**src/rtl/eth_pkt_if_field_extract_if.sv**
```systemverilog
// Packet interface properties and the packet stream interface.
package eth_pkt_lib;

  typedef struct packed {
    logic [15:0] data_width;
    logic [15:0] tuser_width;
    logic [15:0] mod_width;
  } if_properties_t;

  localparam if_properties_t DEFAULT_PROPERTIES = '{
    data_width:  16'd64,
    tuser_width: 16'd8,
    mod_width:   16'd3
  };

  function automatic int get_if_data_width(input if_properties_t p);
    return int'(p.data_width);
  endfunction

  function automatic int get_if_tuser_width(input if_properties_t p);
    return int'(p.tuser_width);
  endfunction

  function automatic int get_if_mod_width(input if_properties_t p);
    return int'(p.mod_width);
  endfunction

endpackage

// Streaming packet interface: one word per val&ready transfer.
interface eth_pkt_if #(
  parameter eth_pkt_lib::if_properties_t PROPS = eth_pkt_lib::DEFAULT_PROPERTIES
);
  localparam int DW = eth_pkt_lib::get_if_data_width(PROPS);
  localparam int TW = eth_pkt_lib::get_if_tuser_width(PROPS);
  localparam int MW = eth_pkt_lib::get_if_mod_width(PROPS);

  logic [DW-1:0] data;
  logic [TW-1:0] tuser;
  logic          sop;
  logic          eop;
  logic [MW-1:0] mod;
  logic          val;
  logic          ready;

  modport i (input data, tuser, sop, eop, mod, val, output ready);
  modport o (output data, tuser, sop, eop, mod, val, input ready);
endinterface

```
**src/rtl/eth_pkt_if_field_extract.sv**
```systemverilog
// In-line field reader: passes the packet stream through untouched and
// captures a fixed window of words (plus the sop tuser) from each packet
// into a one-entry result register offered over valid/ready.
module eth_pkt_if_field_extract
  import eth_pkt_lib::*;
#(
  parameter if_properties_t IF_PROPERTIES = DEFAULT_PROPERTIES,
  parameter int FIELD_OFFSET = 1,
  parameter int FIELD_WORDS  = 2,
  parameter int CNT_WIDTH    = 16,
  localparam int D_WIDTH     = get_if_data_width(IF_PROPERTIES),
  localparam int TUSER_WIDTH = get_if_tuser_width(IF_PROPERTIES)
) (
  input  logic                           clk_i,
  input  logic                           rst_n_i,
  eth_pkt_if.i                           pkt_i,
  eth_pkt_if.o                           pkt_o,
  output logic [FIELD_WORDS*D_WIDTH-1:0] field_o,
  output logic [TUSER_WIDTH-1:0]         field_tuser_o,
  output logic                           field_val_o,
  input  logic                           field_ready_i,
  output logic                           field_trunc_o,
  output logic                           field_ovf_o,
  output logic                           sop_err_o
);

  typedef enum logic [1:0] {IDLE, CAPTURE, DONE} state_e;

  localparam logic [CNT_WIDTH-1:0] WIN_FIRST = CNT_WIDTH'(FIELD_OFFSET);
  localparam logic [CNT_WIDTH-1:0] WIN_LAST  = CNT_WIDTH'(FIELD_OFFSET + FIELD_WORDS - 1);
  localparam logic [CNT_WIDTH-1:0] CNT_MAX   = '1;
  localparam logic [CNT_WIDTH-1:0] CNT_ONE   = CNT_WIDTH'(1);

  state_e                                  state_q, state_d;
  logic [CNT_WIDTH-1:0]                    cnt_q, cnt_d;
  logic [FIELD_WORDS-1:0][D_WIDTH-1:0]     stage_q, stage_d;
  logic [TUSER_WIDTH-1:0]                  stage_tuser_q, stage_tuser_d;
  logic [FIELD_WORDS*D_WIDTH-1:0]          field_q, field_d;
  logic [TUSER_WIDTH-1:0]                  field_tuser_q, field_tuser_d;
  logic                                    field_val_q, field_val_d;
  logic                                    trunc_q, trunc_d;
  logic                                    ovf_q, ovf_d;
  logic                                    sop_err_q, sop_err_d;
  logic                                    commit;
  logic                                    xfer;

  // Stream path is a straight wire; this block never stalls it.
  assign pkt_o.data  = pkt_i.data;
  assign pkt_o.tuser = pkt_i.tuser;
  assign pkt_o.sop   = pkt_i.sop;
  assign pkt_o.eop   = pkt_i.eop;
  assign pkt_o.mod   = pkt_i.mod;
  assign pkt_o.val   = pkt_i.val;
  assign pkt_i.ready = pkt_o.ready;

  assign xfer = pkt_i.val & pkt_o.ready;

  // Next-state: window capture FSM, commit into the result register, handshake.
  always_comb begin
    // NOTE: every signal gets its default first so no path through the
    // branches below leaves a variable unassigned (which would infer a latch).
    state_d       = state_q;
    cnt_d         = cnt_q;
    stage_d       = stage_q;
    stage_tuser_d = stage_tuser_q;
    field_d       = field_q;
    field_tuser_d = field_tuser_q;
    field_val_d   = field_val_q;
    trunc_d       = 1'b0;
    ovf_d         = 1'b0;
    sop_err_d     = 1'b0;
    commit        = 1'b0;

    if (xfer) begin
      if (pkt_i.sop) begin
        // A sop always (re)starts capture; inside a packet it is flagged and
        // the unfinished packet is dropped silently.
        sop_err_d     = (state_q != IDLE);
        stage_tuser_d = pkt_i.tuser;
        cnt_d         = CNT_ONE;
        if (FIELD_OFFSET == 0) stage_d[0] = pkt_i.data;
        if (FIELD_OFFSET == 0 && FIELD_WORDS == 1) begin
          commit  = 1'b1;
          state_d = pkt_i.eop ? IDLE : DONE;
        end else if (pkt_i.eop) begin
          trunc_d = 1'b1;
          state_d = IDLE;
        end else begin
          state_d = CAPTURE;
        end
      end else begin
        case (state_q)
          CAPTURE: begin
            for (int i = 0; i < FIELD_WORDS; i++) begin
              if (cnt_q == WIN_FIRST + CNT_WIDTH'(i)) stage_d[i] = pkt_i.data;
            end
            if (cnt_q != CNT_MAX) cnt_d = cnt_q + CNT_ONE;
            if (cnt_q == WIN_LAST) begin
              commit  = 1'b1;
              state_d = pkt_i.eop ? IDLE : DONE;
            end else if (pkt_i.eop) begin
              trunc_d = 1'b1;
              state_d = IDLE;
            end
          end
          DONE: begin
            if (pkt_i.eop) state_d = IDLE;
          end
          default: ;
        endcase
      end
    end

    // Word FIELD_OFFSET lands in the MSBs of field_o.
    if (commit) begin
      if (!field_val_q || field_ready_i) begin
        for (int i = 0; i < FIELD_WORDS; i++) begin
          field_d[(FIELD_WORDS-1-i)*D_WIDTH +: D_WIDTH] = stage_d[i];
        end
        field_tuser_d = stage_tuser_d;
        field_val_d   = 1'b1;
      end else begin
        ovf_d = 1'b1;
      end
    end else if (field_val_q && field_ready_i) begin
      field_val_d = 1'b0;
    end
  end

  // State and result registers.
  always_ff @(posedge clk_i or negedge rst_n_i) begin
    if (!rst_n_i) begin
      state_q       <= IDLE;
      cnt_q         <= '0;
      // NOTE: the staging words are cleared too; they are few, and a known
      // reset value keeps every output and internal node deterministic.
      stage_q       <= '0;
      stage_tuser_q <= '0;
      field_q       <= '0;
      field_tuser_q <= '0;
      field_val_q   <= 1'b0;
      trunc_q       <= 1'b0;
      ovf_q         <= 1'b0;
      sop_err_q     <= 1'b0;
    end else begin
      // NOTE: non-blocking assignments so all flops update from the same
      // pre-edge values, independent of statement order.
      state_q       <= state_d;
      cnt_q         <= cnt_d;
      stage_q       <= stage_d;
      stage_tuser_q <= stage_tuser_d;
      field_q       <= field_d;
      field_tuser_q <= field_tuser_d;
      field_val_q   <= field_val_d;
      trunc_q       <= trunc_d;
      ovf_q         <= ovf_d;
      sop_err_q     <= sop_err_d;
    end
  end

  assign field_o       = field_q;
  assign field_tuser_o = field_tuser_q;
  assign field_val_o   = field_val_q;
  assign field_trunc_o = trunc_q;
  assign field_ovf_o   = ovf_q;
  assign sop_err_o     = sop_err_q;

endmodule

```
**src/flat_wrapper.sv**
```systemverilog
// flat-port wrapper written by rule: the top's interface ports become plain ports
module eth_pkt_if_field_extract_flat import eth_pkt_lib::*;
#(
  parameter if_properties_t IF_PROPERTIES = DEFAULT_PROPERTIES,
  parameter int FIELD_OFFSET = 1,
  parameter int FIELD_WORDS  = 2,
  parameter int CNT_WIDTH    = 16,
  localparam int D_WIDTH     = get_if_data_width(IF_PROPERTIES),
  localparam int TUSER_WIDTH = get_if_tuser_width(IF_PROPERTIES)
)
  (clk_i, rst_n_i, field_o, field_tuser_o, field_val_o, field_ready_i, field_trunc_o, field_ovf_o, sop_err_o, pkt_i_data, pkt_i_tuser, pkt_i_sop, pkt_i_eop, pkt_i_mod, pkt_i_val, pkt_i_ready, pkt_o_data, pkt_o_tuser, pkt_o_sop, pkt_o_eop, pkt_o_mod, pkt_o_val, pkt_o_ready);
  eth_pkt_if pkt_i_i ();
  eth_pkt_if pkt_o_i ();
  input  logic clk_i;
  input  logic rst_n_i;
  output logic [FIELD_WORDS*D_WIDTH-1:0] field_o;
  output logic [TUSER_WIDTH-1:0] field_tuser_o;
  output logic field_val_o;
  input  logic field_ready_i;
  output logic field_trunc_o;
  output logic field_ovf_o;
  output logic sop_err_o;
  input wire logic [$bits(pkt_i_i.data)-1:0] pkt_i_data;
  input wire logic [$bits(pkt_i_i.tuser)-1:0] pkt_i_tuser;
  input wire logic [$bits(pkt_i_i.sop)-1:0] pkt_i_sop;
  input wire logic [$bits(pkt_i_i.eop)-1:0] pkt_i_eop;
  input wire logic [$bits(pkt_i_i.mod)-1:0] pkt_i_mod;
  input wire logic [$bits(pkt_i_i.val)-1:0] pkt_i_val;
  output wire logic [$bits(pkt_i_i.ready)-1:0] pkt_i_ready;
  output wire logic [$bits(pkt_o_i.data)-1:0] pkt_o_data;
  output wire logic [$bits(pkt_o_i.tuser)-1:0] pkt_o_tuser;
  output wire logic [$bits(pkt_o_i.sop)-1:0] pkt_o_sop;
  output wire logic [$bits(pkt_o_i.eop)-1:0] pkt_o_eop;
  output wire logic [$bits(pkt_o_i.mod)-1:0] pkt_o_mod;
  output wire logic [$bits(pkt_o_i.val)-1:0] pkt_o_val;
  input wire logic [$bits(pkt_o_i.ready)-1:0] pkt_o_ready;
  assign pkt_i_i.data = pkt_i_data;
  assign pkt_i_i.tuser = pkt_i_tuser;
  assign pkt_i_i.sop = pkt_i_sop;
  assign pkt_i_i.eop = pkt_i_eop;
  assign pkt_i_i.mod = pkt_i_mod;
  assign pkt_i_i.val = pkt_i_val;
  assign pkt_i_ready = pkt_i_i.ready;
  assign pkt_o_data = pkt_o_i.data;
  assign pkt_o_tuser = pkt_o_i.tuser;
  assign pkt_o_sop = pkt_o_i.sop;
  assign pkt_o_eop = pkt_o_i.eop;
  assign pkt_o_mod = pkt_o_i.mod;
  assign pkt_o_val = pkt_o_i.val;
  assign pkt_o_i.ready = pkt_o_ready;
  eth_pkt_if_field_extract #(.IF_PROPERTIES(IF_PROPERTIES), .FIELD_OFFSET(FIELD_OFFSET), .FIELD_WORDS(FIELD_WORDS), .CNT_WIDTH(CNT_WIDTH)) u_core (.clk_i(clk_i), .rst_n_i(rst_n_i), .pkt_i(pkt_i_i), .pkt_o(pkt_o_i), .field_o(field_o), .field_tuser_o(field_tuser_o), .field_val_o(field_val_o), .field_ready_i(field_ready_i), .field_trunc_o(field_trunc_o), .field_ovf_o(field_ovf_o), .sop_err_o(sop_err_o));
endmodule
```
**config.mk**
```make
export PLATFORM = sky130hd
export DESIGN_NAME = eth_pkt_if_field_extract_flat
export DESIGN_NICKNAME = d
export VERILOG_FILES = /design/src/rtl/eth_pkt_if_field_extract_if.sv /design/src/rtl/eth_pkt_if_field_extract.sv /design/src/flat_wrapper.sv
export SDC_FILE = /design/constraint.sdc
export NUM_CORES = 1
export LEC_CHECK = 0
export BUFFER_PORTS_ARGS = -buffer_cell sky130_fd_sc_hd__buf_2
export CAP_MARGIN = 20
export CORE_AREA = 2 2 164 166
export CTS_CLUSTER_DIAMETER = 120
export CTS_CLUSTER_SIZE = 24
export DETAILED_ROUTE_END_ITERATION = 10
export DIE_AREA = 0 0 166 168
export PLACE_DENSITY = 0.73
export SYNTH_ARGS = -nofsm -noshare
export SYNTH_HDL_FRONTEND = slang
export SYNTH_SLANG_ARGS = --single-unit
```
**constraint.sdc**
```tcl
create_clock -name clk_i -period 5.6 [get_ports clk_i]
set_input_delay 0.28 -clock clk_i [delete_from_list [all_inputs] [get_ports clk_i]]
set_output_delay 0.28 -clock clk_i [all_outputs]
set_load 0.005 [all_outputs]
```
* Word level (Yosys, flattened, before mapping)
Index checks and enable logic that the tools add are counted.
** Word-level totals
- Flip-flop bits (word level) :: 294
- Logic and storage cells :: 63
** Operators by class
- Add/sub/neg operators :: 1
- Equality and inequality tests :: 6
- Mux-type cells :: 32
- Bitwise gates (word level) :: 1
- Reductions and logical operators :: 12
** Operators by type and width (count)
- $mux W128 :: 3
- $mux W64 :: 2
- $mux W16 :: 3
- $mux W1 :: 17
- $add A16 B1 Y16 const B :: 1
- $eq A16 B1 Y1 const B :: 1
- $eq A16 B2 Y1 const B :: 1
- $mux W8 :: 2
- $ne A16 B16 Y1 const B :: 1
- $mux W2 :: 4
- $reduce_bool A2 Y1 :: 4
- $reduce_and A2 Y1 :: 3
- $pmux W2 S2 :: 1
- $reduce_and A3 Y1 :: 1
- $reduce_bool A3 Y1 :: 1
- $eq A2 B1 Y1 const B :: 1
- $eq A2 B2 Y1 const B :: 1
- $ne A2 B2 Y1 const B :: 1
- $and A1 B1 Y1 :: 1
- $logic_and A1 B1 Y1 :: 1
- $logic_not A1 Y1 :: 1
- $logic_or A1 B1 Y1 :: 1

* Longest topological paths before layout
- Depth after elaboration :: 7
- Depth in mapped cells :: 9
- Depth with buffers taken out :: 6

* Least setup slack after synthesis
OpenSTA, ideal clock, no wires.
- Path kind :: register -> register
- From :: register u_core.state_q[1]
- To :: register u_core.field_q[100] (netlist: u_core.field_o[100])
- Arrival :: 1.973 ns
- Setup slack :: 3.500 ns
- Cell stages (with the launch flop) :: 9
- Buffers on the path :: 3
- Clock period less this slack :: 2.100 ns
- Cells stage by stage :: dfrtp_1 nand2b_1 or3_1 nor3_2 and3_1 buf_4 buf_6 buf_8 mux2_1
** Between the ends
- Longest elaborated chain between the ends :: 5
** RTL lines
- from (decl) :: line eth_pkt_if_field_extract.sv:34 : state_e state_q, state_d;
- from (signal assigned) :: line eth_pkt_if_field_extract.sv:148 : state_q <= state_d;
- $eq A2 B1 Y1 (*) :: line eth_pkt_if_field_extract.sv:92 : case (state_q)
- $mux W1 :: line eth_pkt_if_field_extract.sv:92
- $mux W1 :: line eth_pkt_if_field_extract.sv:75 : if (pkt_i.sop) begin
- $mux W1 :: line eth_pkt_if_field_extract.sv:74 : if (xfer) begin
- $reduce_and A2 Y1 (no line)
- to (signal assigned) :: line eth_pkt_if_field_extract.sv:152 : field_q <= field_d;
- to (decl) :: line eth_pkt_if_field_extract.sv:38 : logic [FIELD_WORDS*D_WIDTH-1:0] field_q, field_d;
Every way passes the cells marked *; elsewhere a longest branch is shown, timed or not.
A chain may end at the register's enable or synchronous reset.

* Worst setup path after layout
- From :: register u_core.state_q[1]
- To :: register u_core.field_q[34] (netlist: u_core.field_o[34])
The elaborated chain is that of the path after synthesis.

==> impl_metrics.yaml <==
outcome:
  status: "finished clean"
global_routing:
  track_usage_pct: 13.9
  grt_max_degree: 125
  grt_pass1_wl_um: 32800
  grt_pass1_vias: 6218
  antenna_found_initial: 0
  grt_overflow: 0
floorplan:
  rows: 60
  initial_utilization_pct: 39.2
  top_level_ports: 301
  core_um2: 26400
  die_width_um: 166
  die_area_um2: 27900
  die_h_um: 168
detailed_routing:
  vias: 6285
  via_per_inst: 4.90
  wl_per_cell_um: 15.6
  first_pass_iters: 4
  ant_nets: 0
  wirelength_um: 20000
  drc: 0
  dr.first_iter.drc_count: 404
synthesis:
  syn_nets: 827
  syn-instance-count: 742
  synth_cell_type_count: 40
  yosysTopAreaCell: "dfrtp_1"
  ys_ff_latch: 230
  synth_compound_area_share_pct: 2.07
  synth_top_family_by_area: "multiplexers"
  synth_fa_ha_area_share_pct: 0.364
  synthXorXnorAreaFrac_pct: 0.509
  muxShareOfSynthArea_pct: 29.0
  seq_area_frac_synth_pct: 55.8
  synthTopCellsByArea: "dfrtp_1 (56%), mux2_2 (25%), buf_4 (6.4%)"
  syn-mean-instance-area_um2: 13.9
  synth_top_area_share_pct: 55.8
  yosys.area_share.simple_pct: 4.02
  synth_area_um2: 10300
  ys_warn_count: 0
finish:
  drive_above_1_share_pct: 58.0
  fin_area_um2: 11800
  layout.nets: 1028
  num_antenna_cells: 0
  final_cells: 1283
  area_delta_synth_final_pct: 14.7
sta:
  finalClockSkew_ns: 0.0178
  rsz0062_at_grt: "false"
  final_max_slew_viol_count: 0
  max_freq_mhz: 326
  tightest_slew_ns: 0.954
  slew_headroom_pct: 36.4
  finalSetupTns_ns: 0
  hold_viol_final: 0
  min_period_ns: 3.07
  finalCritPeriodShare_pct: 54.8
  setup_viol: 0
setup_path:
  timing.critical_path.buf_inv: 1
  cp_slowest_cell: "and3_4"
  worstSetupPathType: "reg -> reg"
  crit_fanout: 78
  timing.rr.start: "u_core.state_q[1]$_DFFE_PN0P_"
  r2r_slack_ns: 2.53
  critPathRequiredTime_ns: 5.96
  cp-end-kind: "register"
  worstPathArrival_ns: 3.43
  critPathMaxStageDelay_ns: 0.78
  cp-start-kind: "register"
  critPathTopFamily: "simple AND/OR/NAND/NOR gates"
  startpoint: "u_core.state_q[1]$_DFFE_PN0P_"
  crit_chain: "nand2b_1 > or3_1 > nor3_2 > and3_4 > buf_12 > mux2_2"
clocking:
  cts_htree_levels: 1
  cts_max_path_buffers: 3
  clk_latency_ns: 0.47
  clk_pin_slew_ns: 0.09
  cts_root_buf: "clkbuf_16"
  clock-sinks: 230
  cts_tree: "done"
  cts_made_buffers: 13
placement:
  dpl.hpwl_um: 13400
  port_buffers: 294
  routabilityCongestion: 0.770
  post_dp_cell_area_um2: 11500
  dp_cells: 1267
pwr:
  max-vdd-ir-drop_mv: 0.248
  leakage_nw: 6.28
  p_per_area_nw_per_um2: 387
flow_run:
  maxCapViolations: 0
worst_hold_path:
  hold_path.class: "in -> reg"
  hold_start: "pkt_i_tuser[4]"
[path summary, 6_finish.rpt]
kind / to / depth (start not counted)
min: u_core.stage_tuser_q[4]$_DFF_PN0_ / 3
min in group asynchronous: u_core.field_o[36]$_DFFE_PN0P_ / 2
max reg2reg: u_core.field_o[34]$_DFFE_PN0P_ / 6
min reg2reg: u_core.stage_tuser_q[0]$_DFF_PN0_ / 2
max in group asynchronous: u_core.field_tuser_o[0]$_DFFE_PN0P_ / 3
max: u_core.field_o[34]$_DFFE_PN0P_ / 6
[worst min-delay path, cell delays in order]
cell and delay [ns]:
buf_2 0.09, nand2_1 0.05, nand2_1 0.06
[synth_stat cells, drive strengths merged]
library cell and number:
a41o 5, a2111o 1, nand2 36, clkbuf 11, a211oi 5, o22ai 2, nor3b 2, o21ai 1
o31ai 1, and4 1, and3 3, ha 3, a2111oi 1, dfrtp 230, a221oi 1, nand3 5
mux2i 1, or3 2, xnor2 6, inv 8, nor4 4, nor3 3, nor2 20, a21oi 4
a31oi 5, a31o 1, nand2b 5, mux2 265, buf 103, or2 1, nand4 4, nor2b 1
a21o 1
[layout make-up]
type                    count  area (um2)
clock buffers              13         325
clock inverters             1        11.3
fillers                  2386       14500
inverters                   8        30.0
multi-input cells         390        3740
flip-flops and latches    230        5760
well taps                 341         427
repair buffers            300        1560
[state kept, by name (all words and copies together) (netlist names)]
register,cells
u_core.field_o,128
u_core.stage_q,64
u_core.cnt_q,16
u_core.field_tuser_o,8
u_core.stage_tuser_q,8
u_core.state_q,2
u_core.field_ovf_o,1
u_core.field_trunc_o,1
u_core.field_val_o,1
u_core.sop_err_o,1
[report_power, final]
group | internal, mW | switching (mW)
Clock | 0.423 | 0.517
Combinational | 0.772 | 0.494
Sequential | 2.15 | 0.229
[layout by cell type (no fill, tap or decap), types with 2 or more instances in the layout]
| cell | netlist | routed |
|---|---|---|
| buf_12 | 0 | 2 |
| dfrtp_1 | 230 | 230 |
| mux2_2 | 225 | 225 |
| nand4_1 | 4 | 4 |
| dlygate4sd3_1 | 0 | 2 |
| a211oi_1 | 4 | 4 |
| a31oi_1 | 5 | 5 |
| a21oi_1 | 4 | 4 |
| inv_1 | 8 | 8 |
| nand2b_1 | 5 | 5 |
| nand3_1 | 5 | 5 |
| clkbuf_16 | 0 | 13 |
| nor4_1 | 3 | 3 |
| ha_1 | 3 | 2 |
| mux2_1 | 40 | 40 |
| a41o_1 | 5 | 5 |
| buf_4 | 88 | 2 |
| buf_2 | 10 | 293 |
| nor3b_1 | 2 | 2 |
| xnor2_1 | 6 | 6 |
| o22ai_1 | 2 | 2 |
| nor3_2 | 2 | 2 |
| nand2_1 | 36 | 35 |
| nor2_1 | 20 | 20 |
| and3_1 | 3 | 2 |
| or3_1 | 2 | 2 |
[layer usage]
metal / GRT usage, % / part of all wire, % / up-vias
li1: - / - / 2916
met1: 18.3 / 44 / 3168
met2: 23.9 / 49 / 184
met3: 2.82 / 5.5 / 17
met4: 2.99 / 1.9 / 0
met5: 0 / 0 / -
[per-stage QoR]
step,utilization (%),power (mW),setup WS [ns],hold slack [ns]
2_1_floorplan,-,3.21,3.50,-0.0156
3_3_place_gp,43.6,3.65,2.51,0.384
6_report,44.9,4.59,2.53,0.0400
5_1_grt,44.9,4.89,2.31,0.0257
3_5_place_dp,43.6,3.71,2.47,0.384
4_1_cts,44.9,4.67,2.49,0.0150
[kinds of logic after synthesis]
group | after synthesis
muxes | 266
DFF | 230
buffers and inverters | 122
and+or+nand+nor | 87
AOI/OAI and AO/OA | 28
xor gates and xnor gates | 6
adders and majority gates | 3
[what timing repair did]
item | 4_1_cts | 5_1_grt
hold endpoints to repair | 107 | 0
buffers inserted | 0 | 0
resized for setup | 0 | 0
hold buffers | 2 | 0
No activity file was read; power rests on OpenSTA's default activity.
